**config.mk**
```make
export PLATFORM = sky130hd
export DESIGN_NAME = store_narrow_unit
export DESIGN_NICKNAME = d
export VERILOG_FILES = /design/src/rtl/store_narrow_unit.sv
export SDC_FILE = /design/constraint.sdc
export NUM_CORES = 1
export LEC_CHECK = 0
export CAP_MARGIN = 5
export CORE_UTILIZATION = 46
export CTS_CLUSTER_DIAMETER = 100
export DETAILED_ROUTE_END_ITERATION = 16
export PLACE_DENSITY = 0.76
export RECOVER_POWER = 25
export SLEW_MARGIN = 20
export SYNTH_ARGS = -nofsm -noshare
export SYNTH_HDL_FRONTEND = slang
export SYNTH_SLANG_ARGS = --single-unit
export TNS_END_PERCENT = 100
```
**constraint.sdc**
```tcl
create_clock -name clk -period 5.26 [get_ports clk]
set_clock_uncertainty 0.05 [all_clocks]
set_input_delay 1.315 -clock clk [delete_from_list [all_inputs] [get_ports clk]]
set_output_delay 1.315 -clock clk [all_outputs]
set_load 0.03 [all_outputs]
```
**src/rtl/store_narrow_unit.sv**
```systemverilog
// store_narrow_unit: narrows a register value to byte/half/word for a store,
// replicates it onto the memory byte lanes, builds byte enables and queues the
// write in a small circular FIFO that drains over a mem_req/mem_ack handshake.
// Optional feature macro: STORE_MISALIGN_TRAP_EN (reject misaligned/reserved
// stores and pulse st_misalign). Without it every store is enqueued.
module store_narrow_unit #(
  parameter int unsigned DEPTH = 2
) (
  input  logic        clk,
  input  logic        rst,
  input  logic        st_valid,
  output logic        st_ready,
  input  logic [31:0] st_addr,
  input  logic [1:0]  st_size,
  input  logic [31:0] st_data,
  output logic        mem_req,
  output logic [31:0] mem_addr,
  output logic [31:0] mem_wdata,
  output logic [3:0]  mem_be,
  input  logic        mem_ack,
  output logic        st_misalign,
  output logic        buf_empty
);

  localparam int unsigned ADDR_W = 32;
  localparam int unsigned DATA_W = 32;
  localparam int unsigned BE_W   = 4;
  localparam int unsigned PTR_W  = $clog2(DEPTH);
  localparam int unsigned CNT_W  = $clog2(DEPTH + 1);

  typedef struct packed {
    logic [ADDR_W-1:0] addr;
    logic [DATA_W-1:0] wdata;
    logic [BE_W-1:0]   be;
  } entry_t;

  entry_t             entries_q [DEPTH];
  entry_t             entries_d [DEPTH];
  logic [PTR_W-1:0]   wr_ptr_q, wr_ptr_d;
  logic [PTR_W-1:0]   rd_ptr_q, rd_ptr_d;
  logic [CNT_W-1:0]   count_q, count_d;

  entry_t             enq_entry;
  logic               legal;
  logic               full;
  logic               accept;
  logic               enq;
  logic               deq;
  entry_t             head;

  // Status derived only from registered occupancy
  assign full      = (count_q == CNT_W'(DEPTH));
  assign buf_empty = (count_q == CNT_W'(0));
  assign st_ready  = ~full;
  assign mem_req   = ~buf_empty;

  // Head entry drives the memory port straight from storage
  assign head      = entries_q[rd_ptr_q];
  assign mem_addr  = head.addr;
  assign mem_wdata = head.wdata;
  assign mem_be    = head.be;

  assign accept = st_valid & st_ready;
  assign enq    = accept & legal;
  assign deq    = mem_req & mem_ack;

  // Lane replication, byte enables and legality of the incoming store
  always_comb begin
    enq_entry      = '0;
    legal          = 1'b1;
    enq_entry.addr = {st_addr[31:2], 2'b00};
    case (st_size)
      2'b00: begin
        enq_entry.wdata = {4{st_data[7:0]}};
        enq_entry.be    = 4'b0001 << st_addr[1:0];
      end
      2'b01: begin
        enq_entry.wdata = {2{st_data[15:0]}};
        enq_entry.be    = st_addr[1] ? 4'b1100 : 4'b0011;
      end
      default: begin
        enq_entry.wdata = st_data;
        enq_entry.be    = 4'b1111;
      end
    endcase
`ifdef STORE_MISALIGN_TRAP_EN
    case (st_size)
      2'b01:   legal = ~st_addr[0];
      2'b10:   legal = (st_addr[1:0] == 2'b00);
      2'b11:   legal = 1'b0;
      default: legal = 1'b1;
    endcase
`endif
  end

  // FIFO next-state: pointers, occupancy and entry storage
  always_comb begin
    wr_ptr_d  = wr_ptr_q;
    rd_ptr_d  = rd_ptr_q;
    count_d   = count_q;
    entries_d = entries_q;
    if (enq) begin
      entries_d[wr_ptr_q] = enq_entry;
      wr_ptr_d            = wr_ptr_q + PTR_W'(1);
    end
    if (deq) begin
      rd_ptr_d = rd_ptr_q + PTR_W'(1);
    end
    if (enq && !deq) begin
      count_d = count_q + CNT_W'(1);
    end else if (!enq && deq) begin
      count_d = count_q - CNT_W'(1);
    end
  end

  // FIFO state registers
  always_ff @(posedge clk or posedge rst) begin
    if (rst) begin
      wr_ptr_q <= '0;
      rd_ptr_q <= '0;
      count_q  <= '0;
      for (int unsigned i = 0; i < DEPTH; i++) begin
        entries_q[i] <= '0;
      end
    end else begin
      wr_ptr_q  <= wr_ptr_d;
      rd_ptr_q  <= rd_ptr_d;
      count_q   <= count_d;
      entries_q <= entries_d;
    end
  end

`ifdef STORE_MISALIGN_TRAP_EN
  logic misalign_q, misalign_d;

  // Flag a rejected store for exactly one cycle
  always_comb begin
    misalign_d = accept & ~legal;
  end

  // Misalign pulse register
  always_ff @(posedge clk or posedge rst) begin
    if (rst) begin
      misalign_q <= 1'b0;
    end else begin
      misalign_q <= misalign_d;
    end
  end

  assign st_misalign = misalign_q;
`else
  assign st_misalign = 1'b0;
`endif

endmodule

```
==> impl_metrics.env <==
export IMPL_sw_frac_of_total_pct=36.4
export IMPL_antenna_found_initial=0
export IMPL_ys_warn_count=0
export IMPL_vdd_drop_max_mv=0.525
export IMPL_synth_compound_area_share_pct=1.07
export IMPL_synth_top_family_by_area="multiplexers"
export IMPL_holdBufCountCts=0
export IMPL_synth_edf_count=0
export IMPL_coreArea_um2=13900
export IMPL_whs_endpoint="entries_q[93]"
export IMPL_rr_endpoint="entries_q[112]"
export IMPL_die_height_um=121
export IMPL_cts_root_buf="clkbuf_16"
export IMPL_final_setup_viol_count=0
export IMPL_clk_path_buf_depth=2
export IMPL_yosys_area_share_simple_pct=1.57
export IMPL_track_usage_pct=20.5
export IMPL_synth_area_um2=6550
export IMPL_grt_max_degree=108
export IMPL_intPower_mw=4.17
export IMPL_worst_skew_pair_late_latency_ns=0.41
export IMPL_n_antenna_cell=0
export IMPL_hpwlAfterDp_mm=8.85
export IMPL_synth_ff_type="dfrtp_1"
export IMPL_fin_tns_setup_ns=0
export IMPL_drc_errors=0
export IMPL_ant_nets=0
export IMPL_ioPinCount=142
export IMPL_synth_top_area_share_pct=52.0
export IMPL_r2r_slack_ns=3.06
export IMPL_syn_inst=442
export IMPL_worstMarginPinSlew_ns=2.29
export IMPL_outcome="finished with violations"
export IMPL_timing_hold_ws_ns=0.450
export IMPL_stdcell_count=770
export IMPL_fp_row_count=43
export IMPL_io_buffers=138
export IMPL_drv_cap=1
export IMPL_slowest_delay_ns=1.09
export IMPL_grt_ovfl_total=0
export IMPL_cts_buffers_inserted=17
export IMPL_min_path_cells=1
export IMPL_wire_per_inst_um=18.3
export IMPL_cts_clk_slew_worst_paths_ns=0.06
export IMPL_avgSynthCellArea_um2=14.8
export IMPL_synth_area_leaders="dfrtp_1 52%, mux2_2 28%, mux2_4 7.8%"
export IMPL_placed_area_um2=7960
export IMPL_final_max_slew_viol_count=108
export IMPL_power_frac_clock_pct=19.9
export IMPL_dpl_cell_count=737
export IMPL_critPathSlowestCell="dfrtp_4"
export IMPL_vias_per_cell=5.17
export IMPL_grt_pass1_vias=4321
export IMPL_fin_crit_sh_pct=74.8
export IMPL_utilization_pct=62.2
export IMPL_cts_htree_levels=4
export IMPL_worstPathRequired_ns=3.89
export IMPL_routed_wl_mm=14.1
export IMPL_start_util_pct=47.2
export IMPL_gp_congestion=0.795
export IMPL_cts_sinks=136
export IMPL_crit_fanout=75
export IMPL_worst_setup_path_type="flop to primary output"
export IMPL_drive_gt1_share_pct=40.8
export IMPL_drt_iter0_drc=146
export IMPL_ys_types=27
export IMPL_synth_xor_area_share_pct=0.669
export IMPL_muxShareOfSynthArea_pct=39.7
export IMPL_p_sw_mw=2.38
export IMPL_fillers=1068
export IMPL_post_cts_buffers=0
export IMPL_fmax_ghz=0.254
export IMPL_dr_pass1_iters=4
export IMPL_multi_input_area_um2=2850
export IMPL_async_flop_share_pct=100
export IMPL_syn_to_final_growth_pct=31.8
export IMPL_ctsResizeCount=0
export IMPL_end_kind="primary output"
export IMPL_p_seq_share_pct=30.0
export IMPL_grt_setup_unrepaired="no"
export IMPL_finalInstanceArea_um2=8630
export IMPL_final_hold_violation_count=0
export IMPL_leakagePower_nw=3.73
export IMPL_hp_start="entries_q[93]"
export IMPL_hold_path_class="flop to flop"
export IMPL_cp_cell_sequence="mux2_2, clkdlybuf4s50_1"
export IMPL_slew_headroom_pct=-52.9
export IMPL_p_comb_share_pct=50.0
export IMPL_power_density_nw_per_um2=759
export IMPL_synth_top_cell_by_area="dfrtp_1"
export IMPL_fp_dieW_um=121
export IMPL_cts_tree="built"
export IMPL_ys_ff_latch=136
export IMPL_via_count=3983
export IMPL_period_needed_ns=3.94
export IMPL_dieArea_um2=14700
export IMPL_synth_seq_area_share_pct=52.0
export IMPL_final_seq_area_um2=3410
export IMPL_reg2regPathDepth=3
export IMPL_violations="max-capacitance violations, max-slew violations"
export IMPL_critPathLaunchType="flop"
export IMPL_final_nets=648
export IMPL_synth_adder_area_share_pct=0.191
export IMPL_timing_rr_start="count_q[0]"
export IMPL_arrival_ns=2.57
export IMPL_grt_pass1_wl_mm=22.6
routing by layer:
layer  wire [µm]  track usage, %  share of wire [%]
met5           0               0                  0
met4         170            6.71                1.2
met3         596            6.20                4.2
met2        7040            33.1                 50
met1        6330            26.1                 45
power groups by stage:
stage | logic [mW] | registers (mW) | clock network [mW]
3_3_place_gp | 3.24 | 1.94 | 0
6_report | 3.28 | 1.97 | 1.31
2_1_floorplan | 2.40 | 1.77 | 0
3_5_place_dp | 3.28 | 1.97 | 0
5_1_grt | 3.46 | 2.04 | 1.38
4_1_cts | 3.31 | 1.96 | 1.33
how the worst max path moves through the flow:
stage	startpoint	cells after the start	end
6_report	rd_ptr_q	2	mem_wdata[11]
5_1_grt	rd_ptr_q	3	mem_wdata[27]
4_1_cts	rd_ptr_q	2	mem_be[2]
3_5_place_dp	st_valid	3	entries_q[116]
3_3_place_gp	rd_ptr_q	2	mem_be[2]
2_1_floorplan	rst	1	count_q[0]
registers in the layout, indices dropped and copies added, names as in the netlist:
register and cells:
entries_q 132, rd_ptr_q 1, wr_ptr_q 1, count_q 2
cell usage in the layout (no fill, tap or decap):
master           synthesis  routed
nor2b_1                  1       1
clkinv_2                 0       5
clkbuf_8                 0       2
or2_2                    1       1
xnor2_1                  2       2
inv_6                    0       1
mux2i_1                 24      24
inv_1                   19      18
nand2b_4                 1       1
dfrtp_4                  0       1
conb_1                   1       3
and3_4                   1       1
clkinvlp_4               0       3
nand3b_4                 0       1
xor2_1                   3       3
nor2_1                   2       2
mux2_2                 164     164
bufinv_16                0       5
o21ai_0                  8       8
buf_12                   3       1
mux2_4                  34      34
nor2_2                   1       1
clkdlybuf4s50_1          0     135
dfrtp_1                136     135
ha_1                     1       1
and2_0                   0       1
o21bai_1                 4       4
clkbuf_16                0      17
buf_4                    5       3
nand2_1                  9       9
dlygate4sd3_1            0       3
worst max-delay path, delay by kind of cell (launching register included):
kind	cells	cell delay [ns]
buffers and inverters	1	0.60
flip-flops	1	1.09
multiplexers	1	0.44
kinds of logic after synthesis:
logic type / Yosys count
DFF: 136
AOI/OAI and AO/OA: 12
adders and majority gates: 1
other: 1
muxes: 222
buffers and inverters: 47
xor gates and xnor gates: 5
and+or+nand+nor: 18
synth_stat cells (4+ instances only):
library cell and count:
buf_4 5, mux2_4 34, mux2_2 164, dfrtp_1 136, o21bai_1 4, buf_6 5, nand2_1 9, inv_1 19
mux2i_1 24, o21ai_0 8, buf_2 9
layout make-up:
cell class / count / share of cell area [%]
Clock buffer: 19 / 5.25
Clock inverter: 13 / 2.31
Inverter: 19 / 0.870
Multi-Input combinational cell: 261 / 33.0
Sequential cell: 136 / 39.5
Tap cell: 180 / 2.61
Timing Repair Buffer: 142 / 16.5
stage by stage:
step	power (mW)	setup WS (ns)
2_1_floorplan	4.18	0.256
3_3_place_gp	5.18	1.74
3_5_place_dp	5.26	1.72
4_1_cts	6.61	1.30
5_1_grt	6.88	1.19
6_report	6.55	1.32
Note: power is estimated with default switching activity, not from simulation.
